--- src/rtl/pacman_pkg.sv ---
// Shared types and helpers for the sprite movement / wall-probe logic.
// WALL_PROBE_MID_EN adds the PROBE_M state (leading-edge midpoint probe).
package pacman_pkg;

  localparam int SPRITE_SIZE_D = 16;
  localparam int STEP_D        = 1;
  localparam int COORD_W       = 10;

  typedef enum logic [1:0] {
    UP    = 2'd0,
    DOWN  = 2'd1,
    LEFT  = 2'd2,
    RIGHT = 2'd3
  } dir_t;

  typedef enum logic [2:0] {
    IDLE,
    PROBE_A,
    PROBE_B,
    RESP
`ifdef WALL_PROBE_MID_EN
    , PROBE_M
`endif
  } probe_state_t;

  typedef struct packed {
    logic [COORD_W-1:0] x;
    logic [COORD_W-1:0] y;
  } coord_t;

  // Addition clamps at 1023, which lies in the map's outer-bound region.
  function automatic logic [COORD_W-1:0] sat_add(input logic [COORD_W-1:0] a,
                                                 input logic [10:0] b);
    logic [11:0] s;
    s = {2'b00, a} + {1'b0, b};
    return (s > 12'd1023) ? '1 : COORD_W'(s);
  endfunction

  // Subtraction clamps at 0, also inside the outer-bound region.
  function automatic logic [COORD_W-1:0] sat_sub(input logic [COORD_W-1:0] a,
                                                 input logic [10:0] b);
    logic [10:0] ext;
    ext = {1'b0, a};
    return (ext < b) ? '0 : COORD_W'(ext - b);
  endfunction

  // Leading-edge probe point: 'off' runs along the edge, 'lead' is the
  // far-side distance (size-1+step) and 'step' the near-side distance.
  function automatic coord_t probe_point(input logic [COORD_W-1:0] x,
                                         input logic [COORD_W-1:0] y,
                                         input dir_t d,
                                         input logic [10:0] off,
                                         input logic [10:0] lead,
                                         input logic [10:0] step);
    coord_t p;
    case (d)
      UP:      begin p.x = sat_add(x, off);  p.y = sat_sub(y, step); end
      DOWN:    begin p.x = sat_add(x, off);  p.y = sat_add(y, lead); end
      LEFT:    begin p.x = sat_sub(x, step); p.y = sat_add(y, off);  end
      default: begin p.x = sat_add(x, lead); p.y = sat_add(y, off);  end
    endcase
    return p;
  endfunction

endpackage

--- src/rtl/rr_arbiter.sv ---
// Combinational round-robin pick: first set request at or after ptr, wrapping.
module rr_arbiter #(
  parameter int NUM_REQ = 5,
  localparam int PTR_W = (NUM_REQ > 1) ? $clog2(NUM_REQ) : 1
) (
  input  logic [NUM_REQ-1:0] req,
  input  logic [PTR_W-1:0]   ptr,
  output logic [PTR_W-1:0]   grant,
  output logic               valid
);

  int unsigned idx;

  // Scan NUM_REQ positions starting at ptr; the first hit wins.
  always_comb begin
    grant = '0;
    valid = 1'b0;
    idx   = 0;
    for (int unsigned i = 0; i < NUM_REQ; i++) begin
      idx = (32'(ptr) + i) % NUM_REQ;
      if (!valid && req[idx]) begin
        grant = PTR_W'(idx);
        valid = 1'b1;
      end
    end
  end

endmodule

--- src/rtl/wall_probe_arbiter.sv ---
// Shares one combinational wall-map lookup among NUM_REQ sprite movers.
// Each granted request probes the two leading-edge corners one per cycle,
// plus the edge midpoint when WALL_PROBE_MID_EN is defined.
module wall_probe_arbiter
  import pacman_pkg::*;
#(
  parameter int NUM_REQ     = 5,
  parameter int SPRITE_SIZE = SPRITE_SIZE_D,
  parameter int STEP        = STEP_D
) (
  input  logic                       Clk,
  input  logic                       Reset_n,
  input  logic [NUM_REQ-1:0]         Req,
  input  logic [NUM_REQ*COORD_W-1:0] PosX,
  input  logic [NUM_REQ*COORD_W-1:0] PosY,
  input  logic [NUM_REQ*2-1:0]       Dir,
  output logic [NUM_REQ-1:0]         Ack,
  output logic [NUM_REQ-1:0]         Blocked,
  output logic [COORD_W-1:0]         ProbeX,
  output logic [COORD_W-1:0]         ProbeY,
  input  logic                       WallHit
);

  localparam int PTR_W = (NUM_REQ > 1) ? $clog2(NUM_REQ) : 1;
  localparam logic [10:0] LEAD   = 11'(SPRITE_SIZE - 1 + STEP);
  localparam logic [10:0] STEP_L = 11'(STEP);
  localparam logic [10:0] EDGE   = 11'(SPRITE_SIZE - 1);
  localparam logic [10:0] MID    = 11'((SPRITE_SIZE - 1) / 2);

  probe_state_t       state, state_next;
  logic [PTR_W-1:0]   rr_ptr, g, arb_grant;
  logic               arb_valid;
  logic [COORD_W-1:0] lx, ly;
  dir_t               ldir;
  logic               hit_a, hit_b;
`ifdef WALL_PROBE_MID_EN
  logic               hit_m;
`endif
  logic [NUM_REQ-1:0] blocked_q;
  logic               result;
  coord_t             probe;

  rr_arbiter #(.NUM_REQ(NUM_REQ)) u_rr (
    .req  (Req),
    .ptr  (rr_ptr),
    .grant(arb_grant),
    .valid(arb_valid)
  );

  // State register.
  always_ff @(posedge Clk or negedge Reset_n) begin
    if (!Reset_n) state <= IDLE;
    else          state <= state_next;
  end

  // Next state and the probe coordinate driven to the shared lookup.
  always_comb begin
    state_next = state;
    probe      = '0;
    case (state)
      IDLE:    if (arb_valid) state_next = PROBE_A;
      PROBE_A: begin
        probe      = probe_point(lx, ly, ldir, 11'd0, LEAD, STEP_L);
        state_next = PROBE_B;
      end
      PROBE_B: begin
        probe      = probe_point(lx, ly, ldir, EDGE, LEAD, STEP_L);
`ifdef WALL_PROBE_MID_EN
        state_next = PROBE_M;
`else
        state_next = RESP;
`endif
      end
`ifdef WALL_PROBE_MID_EN
      PROBE_M: begin
        probe      = probe_point(lx, ly, ldir, MID, LEAD, STEP_L);
        state_next = RESP;
      end
`endif
      RESP:    state_next = IDLE;
      default: state_next = IDLE;
    endcase
  end

  assign ProbeX = probe.x;
  assign ProbeY = probe.y;

  // Combined verdict from the registered probe hits.
  always_comb begin
`ifdef WALL_PROBE_MID_EN
    result = hit_a | hit_b | hit_m;
`else
    result = hit_a | hit_b;
`endif
  end

  // The fresh result bypasses blocked_q during RESP so it appears with Ack.
  always_comb begin
    Ack     = '0;
    Blocked = blocked_q;
    if (state == RESP) begin
      Ack[g]     = 1'b1;
      Blocked[g] = result;
    end
  end

  // Grant latching, probe hit capture, result commit and pointer advance.
  always_ff @(posedge Clk or negedge Reset_n) begin
    if (!Reset_n) begin
      rr_ptr    <= '0;
      g         <= '0;
      lx        <= '0;
      ly        <= '0;
      ldir      <= UP;
      hit_a     <= 1'b0;
      hit_b     <= 1'b0;
`ifdef WALL_PROBE_MID_EN
      hit_m     <= 1'b0;
`endif
      blocked_q <= '0;
    end else begin
      case (state)
        IDLE: if (arb_valid) begin
          g    <= arb_grant;
          lx   <= PosX[arb_grant*COORD_W +: COORD_W];
          ly   <= PosY[arb_grant*COORD_W +: COORD_W];
          ldir <= dir_t'(Dir[arb_grant*2 +: 2]);
        end
        PROBE_A: hit_a <= WallHit;
        PROBE_B: hit_b <= WallHit;
`ifdef WALL_PROBE_MID_EN
        PROBE_M: hit_m <= WallHit;
`endif
        RESP: begin
          blocked_q[g] <= result;
          rr_ptr       <= (g == PTR_W'(NUM_REQ - 1)) ? '0 : g + 1'b1;
        end
        default: ;
      endcase
    end
  end

endmodule

--- config.mk ---
export PLATFORM = sky130hd
export DESIGN_NAME = wall_probe_arbiter
export DESIGN_NICKNAME = d
export VERILOG_FILES = /design/src/rtl/pacman_pkg.sv /design/src/rtl/rr_arbiter.sv /design/src/rtl/wall_probe_arbiter.sv
export SDC_FILE = /design/constraint.sdc
export NUM_CORES = 1
export LEC_CHECK = 0
export ABC_CLOCK_PERIOD_IN_PS = 7000
export CORE_ASPECT_RATIO = 0.75
export CORE_MARGIN = 2
export CORE_UTILIZATION = 50
export DETAILED_ROUTE_END_ITERATION = 6
export GPL_TIMING_DRIVEN = 1
export PLACE_DENSITY = 0.81
export SYNTH_ARGS = -nofsm -noshare
export SYNTH_HDL_FRONTEND = slang
export SYNTH_SLANG_ARGS = --single-unit
--- constraint.sdc ---
create_clock -name Clk -period 7 [get_ports Clk]
set_input_delay 1.05 -clock Clk [delete_from_list [all_inputs] [get_ports Clk]]
set_output_delay 1.05 -clock Clk [all_outputs]
set_load 0.02 [all_outputs]
# Yosys cells after proc, flatten, opt, wreduce, memory -nomap -nowiden
# Index checks and enable logic that the tools add are counted.
[totals]
in_bits = 118
register_bits = 38
wordCells = 103
out_inout_bits = 30
[classes]
bitwise = 1
addsub = 11
div_mod_pow = 5
shift = 3
n_eq_ne = 7
n_mux = 39
order_cmp = 15
multipliers = 1
reduce_logical = 12
[op_table]
columns = ["cell", "count"]
rows = [
  ["$lt 32x4->1 const B", 5],
  ["$mod 32x3->32 const B", 4],
  ["$pmux 20 s3", 2],
  ["$shiftx 50x8->10", 2],
  ["$mux 10", 8],
  ["$gt 11x10->1 const B", 4],
  ["$pmux 20 s2", 1],
  ["$mod 3x3->32 const B", 1],
  ["$add 10x4->11 const B", 2],
  ["$add 10x5->11 const B", 2],
  ["$mux 3", 7],
  ["$gt 10x10->1 const B", 2],
  ["$lt 10x1->1 const B", 2],
  ["$sub 10x1->10 const B", 2],
  ["$bmux 1 s3", 5],
  ["$mux 1", 11],
  ["$mux 5", 2],
  ["$shiftx 10x5->2", 1],
  ["$pmux 3 s3", 1],
  ["$add 3x2->4 const B", 2],
  ["$eq 3x2->1 const B", 2],
  ["$mul 3x3->6 const B", 1],
  ["$bwmux 5", 1],
  ["$logic_and 1x1->1", 5],
  ["other kinds (16)", 19],
]

# Longest topological paths before layout
[logic_depth]
ltp_word = 18
ltp_mapped = 24
mapped_depth_nobuf = 20

# Cells and area by module
# A second synthesis with hierarchy kept.
[unflattened]
cells_unflattened = 710
hier_area_um2 = 5795.6
[by_module_without_submodules]
columns = ["module", "cells_each", "n_inst", "area_per_inst_um2", "seq_area_each_um2"]
rows = [
  ["wall_probe_arbiter", 526, 1, 4294.1, 925.9],
  ["rr_arbiter", 184, 1, 1501.4, 0.0],
]

# Worst setup path before layout
# OpenSTA, ideal clock, no wires.
[synth_timing]
kind = "reg-to-reg"
startpoint = "reg rr_ptr[0]"
endpoint = "reg ly[1]"
t_arrival_ns = 4.791
setup_time_ns = 0.138
n_path_buf = 4
synth_period_minus_slack_ns = 4.929
setup_slack_ns = 2.071
required_time_ns = 6.862
path_stages_with_launch = 25
cell_sequence = "dfrtp_1 > buf_1 > inv_2 > ha_1 > buf_6 > xnor2_4 > inv_2 > ha_1 > or3b_1 > o22ai_1 > nor2_1 > inv_1 > ha_1 > inv_1 > o22ai_1 > o21ai_2 > mux2_2 > or2_1 > o211ai_1 > o221ai_1 > a31oi_1 > buf_4 > buf_4 > mux2i_1 > o221ai_1"
[synth_via]
elab_chain_len = 18
word_cells_on_any_way = 40
classes_between = "add/sub: 4; mul: 1; div: 5; shift: 1; mux: 20; reduce/logical: 9"
[synth_lines]
columns = ["element", "line", "source"]
rows = [
  ["from (decl)", "wall_probe_arbiter.sv:31", "logic [PTR_W-1:0] rr_ptr, g, arb_grant;"],
  ["from (signal assigned)", "wall_probe_arbiter.sv:136", "rr_ptr <= (g == PTR_W'(NUM_REQ - 1)) ? '0 : g + 1'b1;"],
  ["branches (longest 18 deep; another with $mod 32x3->32)", "-", ""],
  ["to (signal assigned)", "wall_probe_arbiter.sv:126", "ly <= PosY[arb_grant*COORD_W +: COORD_W];"],
  ["to (decl)", "wall_probe_arbiter.sv:33", "logic [COORD_W-1:0] lx, ly;"],
]
# Parallel ways; which one is timed is not known. The select of a mux whose other input is x is not followed.
# A chain may end at the register's enable or synchronous reset.

# Worst setup path in the final report
[layout_timing]
startpoint = "reg ly[0]"
endpoint = "out ProbeY[5]"
[layout_via]
elab_chain_len = 5
word_cells_on_any_way = 14
classes_between = "add/sub: 3; order compare: 4; mux: 7"
[layout_lines]
columns = ["element", "line", "source"]
rows = [
  ["$add 10x4->11 / $add 10x5->11 (equally long branches)", "pacman_pkg.sv:35", "s = {2'b00, a} + {1'b0, b};"],
  ["$gt 11x10->1", "pacman_pkg.sv:36", "return (s > 12'd1023) ? '1 : COORD_W'(s);"],
  ["$mux 10", "pacman_pkg.sv:36", ""],
  ["$pmux 20 s3", "pacman_pkg.sv:56", "case (d)"],
  ["$pmux 20 s2 (*)", "wall_probe_arbiter.sv:60", "case (state)"],
  ["to (decl)", "wall_probe_arbiter.sv:20", "output logic [COORD_W-1:0] ProbeY,"],
]
# Every way passes the cells marked *; elsewhere a longest branch is shown, timed or not.

==> flow_summary.ini <==
[clock_tree]
post_cts_buffers = 0
cts_tree = yes
cts_buffers = 5
cts_buffer_depth = 2
cts_max_level = 2
clock-sinks = 37
path_clk_slew_ns = 0.06
holdBufCountCts = 0
cts_root_buffer = clkbuf_16
cts_resized = 0
clk_latency_ns = 0.29

[timing]
fin_crit_sh = 0.839
rsz0062_at_grt = false
whs_ns = 0.504
period_needed_ns = 5.87
skew_ns = 0.00569
slew_headroom = 0.318
setup_viol = 0
report.final.slew_viol_count = 0
tns_ns = 0
tightest_slew_ns = 0.997
setup_slack_ns = 1.13
fmax_mhz = 170
finalHoldViolations = 0

[critical_path]
cp.required_ns = 5.95
path_depth = 13
setup.worst_path.class = reg -> out
cp_cell_sequence = inv_1, ha_1, or3b_2, nor2_1, o21ai_0, a2111oi_0, a21oi_1, a21oi_1, o21ai_0, o21ai_0, a32oi_1, nor2b_1, clkdlybuf4s50_1
reg2reg_depth = 21
crit_family = compound AO/OA/AOI/OAI gates
crit_path_max_incr_delay_ns = 0.88
path_common_cell = o21ai_0
critPathBufInv = 2
critPathSlowestCell = a2111oi_0
critPathMaxFanout = 11
cp_data_arrival_time_ns = 4.82
startpoint_type = flip-flop
setup.worst_path.end_class = output pin

[job]
cap_viol_max_count = 0

[floorplanning]
start_util = 0.516
die_area_sq_um = 13000
die_x_microns = 131
io_pins = 148
core_sq_um = 11700
fp-row-count = 34
die_h_microns = 99.1

[logic_synthesis]
synth_fp_nets = 959
ys_seq_elements = 37
synth.cells.most_frequent = o21ai_0, nand2_1, nor2_1
synth_area_sq_um = 6030
yosys-top-cells-area = dfrtp_1, mux2i_1, ha_1, o21ai_0, nand2_1
postSynthAreaPerCell_sq_um = 7.55
synth_cell_types = 86
syn-instance-count = 799
synth_edf_count = 0
yosysSeqAreaShare = 0.153
synth_top_flop_cell = dfrtp_1
synth_top_area_share = 0.153
yosys.area.top_type = dfrtp_1
ys_async_sr_fraction = 1.00
yosysWarnings = 0
yosysMostFrequentCell = o21ai_0

[layout]
final_layout_size_suffix_gt1_frac = 0.0765
fin_util = 0.656
fillers = 1001
antenna_cells = 0
areaGrowthSynthToFinish_pct = 27.3
nets = 1061

[placement]
dpl.hpwl_microns = 15000
gp_congestion = 0.975
portBuffers = 147
post-place-ws_ns = 1.33

[global_routing]
overflow = 0
grt_pass1_wl_microns = 31200
grt_start_max_net_pins = 38
track_usage = 0.298
antenna_found_initial = 1
grt_pass1_vias = 6276

[drt]
via_per_inst = 6.24
first_iter_violations = 675
wl_microns = 19400
wl_per_cell_microns = 18.2
drc = 0
final_antenna_net_count = 0
dr.pass1.iters = 5
via_count = 6640

[worst_hold_path]
hp-class = reg -> reg
min_path_cells = 1

[status]
outcome = finished, final reports clean
## worst register-to-register path, cell delays in order, from the launching register on
cell and delay (ns):
dfrtp_1 0.46, inv_1 0.36, ha_1 0.52, xnor2_4 0.19
inv_2 0.12, ha_1 0.24, or3b_1 0.36, o22ai_1 0.26
nor2_1 0.14, inv_1 0.11, ha_1 0.21, inv_1 0.08
o22ai_1 0.25, o21ai_2 0.15, mux2_2 0.32, or2_1 0.27
o211ai_1 0.23, o221ai_1 0.21, a31oi_4 0.21, buf_4 0.46
mux2i_1 0.31, o221ai_1 0.14
## cell families after synthesis
group / count (synthesis) / synth area share
compound gates: 266 / 0.309
xor+xnor: 22 / 0.0351
fa+ha+maj: 42 / 0.0884
buf+inv: 99 / 0.0722
flops: 37 / 0.153
mux: 68 / 0.116
simple gates: 265 / 0.226
## metal layers
layer | wire [microns] | global-route usage | up-vias
met2 | 8110 | 0.453 | 397
met1 | 8440 | 0.415 | 3057
met4 | 426 | 0.0769 | 0
met3 | 2400 | 0.0877 | 42
met5 | 0 | 0 | -
li1 | - | - | 3144
## state kept, by name (all words and copies together) (netlist names)
name and cells:
hit_a 1, blocked_q 5, rr_ptr 3, hit_b 1, g 3, state 2, ldir 2, lx 10
ly 10
## worst paths after layout
check	from	to	slack, ns
max in group asynchronous	Reset_n	g[2]$_DFFE_PN0P_	5.56
worst max-delay path	ly[0]$_DFFE_PN0P_	ProbeY[5]	1.13
min in group asynchronous	Reset_n	lx[4]$_DFFE_PN0P_	0.89
worst min-delay path	blocked_q[3]$_DFF_PN0_	blocked_q[3]$_DFF_PN0_	0.50
worst min register to register	blocked_q[3]$_DFF_PN0_	blocked_q[3]$_DFF_PN0_	0.50
worst max register to register	rr_ptr[1]$_DFFE_PN0P_	ly[4]$_DFFE_PN0P_	1.27
## placed cells by master (no fill, tap or decap), types with 4 or more instances in the layout
cell | Yosys | layout
mux2_2 | 12 | 12
and3_1 | 7 | 7
a22o_1 | 8 | 8
nand4_1 | 6 | 6
xnor2_1 | 18 | 18
a21oi_1 | 41 | 41
nand3_1 | 13 | 13
nor4_1 | 8 | 8
ha_1 | 41 | 41
o221ai_1 | 16 | 16
or2_2 | 4 | 4
nor2b_1 | 23 | 22
a31oi_1 | 23 | 22
nor3_1 | 19 | 19
dfrtp_1 | 37 | 37
mux2i_1 | 55 | 55
inv_1 | 35 | 35
nor3b_1 | 10 | 10
o22ai_1 | 6 | 6
a211oi_1 | 5 | 5
o21a_1 | 4 | 4
nand2b_1 | 12 | 12
o211ai_1 | 7 | 7
o21ai_1 | 4 | 4
a32oi_1 | 5 | 5
buf_4 | 6 | 10
clkbuf_16 | 0 | 5
a221oi_2 | 9 | 9
nor2_1 | 65 | 65
o21ai_0 | 82 | 82
and2_1 | 16 | 16
a21boi_0 | 5 | 5
clkdlybuf4s50_1 | 0 | 146
o2bb2ai_1 | 7 | 7
nand2_1 | 66 | 66
## metrics by stage
step | std cells | instance area, sq um
floorplan | 799 | 6030
global placement | 1056 | 7510
detailed placement | 1056 | 7510
CTS | 1064 | 7680
global route | 1064 | 7680
finish | 1064 | 7680
## layout make-up
| cell class | instances | area (sq um) | area share |
|---|---|---|---|
| inverters | 37 | 139 | 0.0181 |
| well taps | 162 | 203 | 0.0264 |
| clock inverters | 2 | 38.8 | 0.00505 |
| flip-flops and latches | 37 | 926 | 0.121 |
| multi-input cells | 663 | 4700 | 0.612 |
| clock buffers | 6 | 129 | 0.0168 |
| repair buffers | 157 | 1540 | 0.201 |
Power is not shown: default switching activity piles up to over one toggle a cycle in this logic, so the estimate is an artifact.
